[config.mk]
export PLATFORM = sky130hd
export DESIGN_NAME = cmn_dual_alloc_pool
export DESIGN_NICKNAME = d
export VERILOG_FILES = /design/src/rtl/cmn_dual_alloc_pool.sv
export SDC_FILE = /design/constraint.sdc
export NUM_CORES = 1
export LEC_CHECK = 0
export ABC_AREA = 1
export BUFFER_PORTS_ARGS = -buffer_cell sky130_fd_sc_hd__clkbuf_2
export CELL_PAD_IN_SITES_DETAIL_PLACEMENT = 0
export CELL_PAD_IN_SITES_GLOBAL_PLACEMENT = 1
export CORE_UTILIZATION = 37
export CTS_CLUSTER_DIAMETER = 100
export CTS_CLUSTER_SIZE = 12
export DETAILED_ROUTE_END_ITERATION = 16
export HOLD_SLACK_MARGIN = 0.06
export PLACE_DENSITY_LB_ADDON = 0.1
export REMOVE_ABC_BUFFERS = 1
export SYNTH_ARGS = -nofsm -noshare
export SYNTH_HDL_FRONTEND = slang
export SYNTH_SLANG_ARGS = --single-unit
[constraint.sdc]
create_clock -name clk -period 4.3 [get_ports clk]
set_input_delay 0.86 -clock clk [delete_from_list [all_inputs] [get_ports clk]]
set_output_delay 0.86 -clock clk [all_outputs]
set_load 0.01 [all_outputs]
[src/rtl/cmn_dual_alloc_pool.sv]
// Dual-port entry-pool allocator: grants the two lowest free indices per cycle
// and retires up to two releases per cycle, tracking occupancy in registers.
module cmn_dual_alloc_pool #(
   parameter  int ENTRY_NUM = 8,
   localparam int IDX_W     = $clog2(ENTRY_NUM),
   localparam int CNT_W     = $clog2(ENTRY_NUM + 1)
) (
   input  logic                 clk,
   input  logic                 rst_n,
   input  logic                 flush,
   input  logic                 alloc_req_0,
   output logic                 alloc_rdy_0,
   output logic [IDX_W-1:0]     alloc_idx_0,
   input  logic                 alloc_req_1,
   output logic                 alloc_rdy_1,
   output logic [IDX_W-1:0]     alloc_idx_1,
   input  logic                 rel_vld_0,
   input  logic [IDX_W-1:0]     rel_idx_0,
   input  logic                 rel_vld_1,
   input  logic [IDX_W-1:0]     rel_idx_1,
   output logic [ENTRY_NUM-1:0] occ_vec,
   output logic [CNT_W-1:0]     occ_cnt,
   output logic                 full,
   output logic                 empty,
   output logic                 err_bad_rel
);

   // Returns {found, index} of the lowest set bit of vec.
   function automatic logic [IDX_W:0] find_lowest(input logic [ENTRY_NUM-1:0] vec);
      logic [IDX_W:0] res;
      res = {(IDX_W+1){1'b0}};
      for (int i = ENTRY_NUM - 1; i >= 0; i--) begin
         if (vec[i]) begin
            res = {1'b1, IDX_W'(i)};
         end else begin
            res = res;
         end
      end
      return res;
   endfunction

   logic [ENTRY_NUM-1:0] occ_r, occ_next_s;
   logic [CNT_W-1:0]     cnt_r;
   logic [CNT_W:0]       cnt_next_s;
   logic                 full_r, empty_r, err_r;
   logic                 full_next_s, empty_next_s, err_next_s;
   logic [ENTRY_NUM-1:0] free_s, free2_s, alloc_set_s, rel_clr_s;
   logic [IDX_W:0]       low1_s, low2_s;
   logic                 fire0_s, fire1_s, ok0_s, ok1_s;
   logic [1:0]           n_rel_s;

   // Free-entry search and combinational grants from registered state.
   always_comb begin
      free_s      = ~occ_r;
      low1_s      = find_lowest(free_s);
      free2_s     = free_s & ~(ENTRY_NUM'(1'b1) << low1_s[IDX_W-1:0]);
      low2_s      = find_lowest(free2_s);
      alloc_idx_0 = low1_s[IDX_W-1:0];
      alloc_rdy_0 = low1_s[IDX_W] & ~flush;
      if (alloc_req_0) begin
         alloc_idx_1 = low2_s[IDX_W-1:0];
         alloc_rdy_1 = low2_s[IDX_W] & ~flush;
      end else begin
         alloc_idx_1 = low1_s[IDX_W-1:0];
         alloc_rdy_1 = low1_s[IDX_W] & ~flush;
      end
   end

   // Next-state computation for occupancy, count, flags and the error latch.
   always_comb begin
      fire0_s     = alloc_req_0 & alloc_rdy_0;
      fire1_s     = alloc_req_1 & alloc_rdy_1;
      alloc_set_s = {ENTRY_NUM{1'b0}};
      if (fire0_s) begin
         alloc_set_s = alloc_set_s | (ENTRY_NUM'(1'b1) << alloc_idx_0);
      end else begin
         alloc_set_s = alloc_set_s;
      end
      if (fire1_s) begin
         alloc_set_s = alloc_set_s | (ENTRY_NUM'(1'b1) << alloc_idx_1);
      end else begin
         alloc_set_s = alloc_set_s;
      end
      // Out-of-range indices are rejected before the occupancy bit is looked at.
      ok0_s     = rel_vld_0 && (32'(rel_idx_0) < ENTRY_NUM) && occ_r[rel_idx_0];
      ok1_s     = rel_vld_1 && (32'(rel_idx_1) < ENTRY_NUM) && occ_r[rel_idx_1];
      rel_clr_s = {ENTRY_NUM{1'b0}};
      if (ok0_s) begin
         rel_clr_s = rel_clr_s | (ENTRY_NUM'(1'b1) << rel_idx_0);
      end else begin
         rel_clr_s = rel_clr_s;
      end
      if (ok1_s) begin
         rel_clr_s = rel_clr_s | (ENTRY_NUM'(1'b1) << rel_idx_1);
      end else begin
         rel_clr_s = rel_clr_s;
      end
      n_rel_s = {1'b0, ok0_s} + {1'b0, ok1_s & ~(ok0_s & (rel_idx_0 == rel_idx_1))};
      if (flush) begin
         occ_next_s = {ENTRY_NUM{1'b0}};
         cnt_next_s = {(CNT_W+1){1'b0}};
         err_next_s = err_r;
      end else begin
         occ_next_s = (occ_r | alloc_set_s) & ~rel_clr_s;
         cnt_next_s = {1'b0, cnt_r} + (CNT_W+1)'(fire0_s) + (CNT_W+1)'(fire1_s)
                      - (CNT_W+1)'(n_rel_s);
         err_next_s = err_r | (rel_vld_0 & ~ok0_s) | (rel_vld_1 & ~ok1_s);
      end
      full_next_s  = (cnt_next_s == (CNT_W+1)'(ENTRY_NUM));
      empty_next_s = (cnt_next_s == {(CNT_W+1){1'b0}});
   end

   // State registers.
   always_ff @(posedge clk or negedge rst_n) begin
      if (!rst_n) begin
         occ_r   <= {ENTRY_NUM{1'b0}};
         cnt_r   <= {CNT_W{1'b0}};
         full_r  <= 1'b0;
         empty_r <= 1'b1;
         err_r   <= 1'b0;
      end else begin
         occ_r   <= occ_next_s;
         cnt_r   <= cnt_next_s[CNT_W-1:0];
         full_r  <= full_next_s;
         empty_r <= empty_next_s;
         err_r   <= err_next_s;
      end
   end

   assign occ_vec     = occ_r;
   assign occ_cnt     = cnt_r;
   assign full        = full_r;
   assign empty       = empty_r;
   assign err_bad_rel = err_r;

endmodule

==> metrics.txt <==
vias=1626; met3 Usage GRT=0.0278; Hold Buf Count CTS=0; critical path capture point type=flop; ANT cells=0; Sink Count=15; Mapped Cells=228; complex-gate fraction of the synthesized area=0.203; most numerous cell on the critical path=inv_1; unrepaired setup endpoints after global routing=false; Root Driver=clkbuf_8; Comb pwr share=0.407; setup slack, reg-to-reg=0.88 ns; Seq/Total Area, Yosys=0.253; Simple-Gate Fraction of Synth Area=0.343; CP Cell Sequence=clkbuf_2 > inv_2 > or2_1 > o22ai_1 > a21oi_1 > o211ai_1 > nand3_1 > o21ai_0 > xor2_1 > ha_1 > fa_1 > ha_1 > fa_1 > inv_1 > a41oi_1 > inv_1 > o21ai_0 > inv_1; max-cap violations=0; synth unique cells=32; clock network power share=0.235; cell count after placement=311; vias in the first global route=1478; largest net degree at the start of global routing=16; r2r worst-path depth=16; Post-CTS Setup Repair Bufs=0; # DRC=0; CP Data Required Time=4.48 ns; mux contribution to synthesized area=0; vias per cell=5.16; DP HPWL=3460 µm; met1 usage=0.293; synth warn=0; r2r endpoint=empty; Post-Synthesis Cell Area=1490 µm²; met2 Use GR=0.354; Ports=36; Hold Path Class=flop to flop; ANT nets after route=0; Setup TNS=0 ns; CP Launch Type=primary input; total grt overflow=0; Worst Tran Pin Value=0.431 ns; Pleak=0.892 nW; Pre-antenna DRT Iters=4; core area=3770 µm²; clock buffer count from CTS=3; nets=288; Tcrit/Tclk final=0.892; crit path from=rel_idx_0[0]; Critical Path AT=4.02 ns; origin of the critical flop-to-flop path=occ_vec[3]; PwrDens=287 nW/µm²; Max Fclk=0.261 GHz; wire length per cell=13.3 µm; CTS clk-pin slew, worst paths=0.07 ns; FP Rows=22; Die X=65.5 µm; CP max stage cell=fa_1; Non-Filler Instances=315; first-pass GRT wire length=6910 µm; initial antenna violation count=0; post-CTS sizing=0; status=complete, no violations; GRT Max-Usage Layer=met2; Int Power=0.312 mW; post-synthesis adder-cell area fraction=0.0688; Final Hold Vio Count=0; worst vdd ir=232 µV; most common cell after layout, fill and taps aside=nand2_1; final clock skew=0.00634 ns; CP endpoint=empty; Avg Cell Area, Syn=6.54 µm²; clk buf depth=2; CTS tree=yes; Max Slew Vio Count=0; Max-slew headroom=0.712; largest family of logic cells by synthesized area=simple AND/OR/NAND/NOR gates; Psw=0.197 mW; RD Place Congestion=0.856; CP max stage delay=0.48 ns; Yosys reg bits=15; Layout area overhead=19.3%; initial DRC count=83; Die Y=65.5 µm; H-tree depth=1; Layout fillers=405; DIE AREA=4290 µm²; Crit Path Max Fanout=5; Tmin final=3.84 ns; final setup vio count=0; GRT Resource Usage Total=0.216; post-synthesis xor/xnor area fraction=0.0118; Port-buffer cells=35; Initial Util=0.395; layout cells sized above 1=0.225; kind of critical path=primary input to flop; share of power burned in registers=0.358; clk_lat worst skew=0.25 ns; WL final=4180 µm; switching share of total power=0.387; most frequent cells in the layout=nand2_1, inv_1, clkbuf_2
how the worst min path moves through the flow:
stage / startpoint / end / slack [ns] / cells past startpoint
after floorplan: err_bad_rel / err_bad_rel / 0.49 / 1
final: err_bad_rel / err_bad_rel / 0.46 / 1
after global placement: err_bad_rel / err_bad_rel / 0.44 / 1
after global routing: err_bad_rel / err_bad_rel / 0.50 / 1
after detailed placement: err_bad_rel / err_bad_rel / 0.45 / 1
after CTS: err_bad_rel / err_bad_rel / 0.47 / 1
cell type report:
class                   instances  area, µm²  area share
multi-input cells             165        933       0.525
flip-flops and latches         15        377       0.212
repair buffers                 37        190       0.107
inverters                      46        173      0.0971
well taps                      48       60.1      0.0338
clock buffers                   4       45.0      0.0253
power by group through the flow:
| stage | Sequential, mW | Combinational (mW) | Clock (mW) |
|---|---|---|---|
| after detailed placement | 0.184 | 0.208 | 0 |
| after CTS | 0.183 | 0.210 | 0.123 |
| after global routing | 0.186 | 0.240 | 0.130 |
| after floorplan | 0.195 | 0.127 | 0 |
| after global placement | 0.186 | 0.208 | 0 |
| final | 0.183 | 0.207 | 0.120 |
per-stage QoR:
step	total power, mW	hold slack (ns)	utilization	instance area [µm²]	setup WS [ns]
after floorplan	0.322	0.493	-	1480	0.567
after global placement	0.394	0.442	0.460	1730	0.233
after detailed placement	0.393	0.446	0.460	1730	0.155
after CTS	0.516	0.467	0.471	1780	0.460
after global routing	0.556	0.499	0.471	1780	0.192
final	0.510	0.465	0.471	1780	0.463
cells in the mapped netlist (all sizes together):
cell	n	area share
a21o	2	0.010
o22ai	4	0.017
ha	5	0.042
clkinv	1	0.0025
nand4	3	0.013
o221ai	2	0.012
a21oi	15	0.055
nor2	23	0.084
a22o	1	0.0059
a221oi	2	0.012
a31oi	1	0.0042
clkbuf	2	0.0050
o211ai	6	0.030
dfrtp	14	0.24
inv	45	0.11
or2	2	0.0084
dfstp	1	0.018
nand3	27	0.097
fa	2	0.027
o21ai	13	0.046
xor2	2	0.012
nand2	53	0.14
a22oi	1	0.0050
a41oi	1	0.0059
cells by family (layout without fill, tap and decap cells):
group                      Yosys count  count (layout)
AOI/OAI and AO/OA                   48              48
buffers and inverters               48              87
adders and majority gates            7               7
xor gates and xnor gates             2               2
and+or+nand+nor                    108             108
DFF                                 15              15
sequential cells by signal (all words and copies together) (netlist names):
signal	count
occ_cnt	4
empty	1
occ_vec	8
full	1
err_bad_rel	1
metal layers:
metal  vias up  share of wire
li1        830              -
met2        41           0.48
met3         4          0.036
met4         0          0.011
met1       751           0.47
met5         -              0
critical path, delay by kind of cell:
| kind | cells | cell delay [ns] |
|---|---|---|
| AOI/OAI and AO/OA | 6 | 0.85 |
| xor gates and xnor gates | 1 | 0.18 |
| adders and majority gates | 4 | 1.33 |
| buffers and inverters | 5 | 0.36 |
| and+or+nand+nor | 2 | 0.44 |
(Power assumes the default switching activity.)
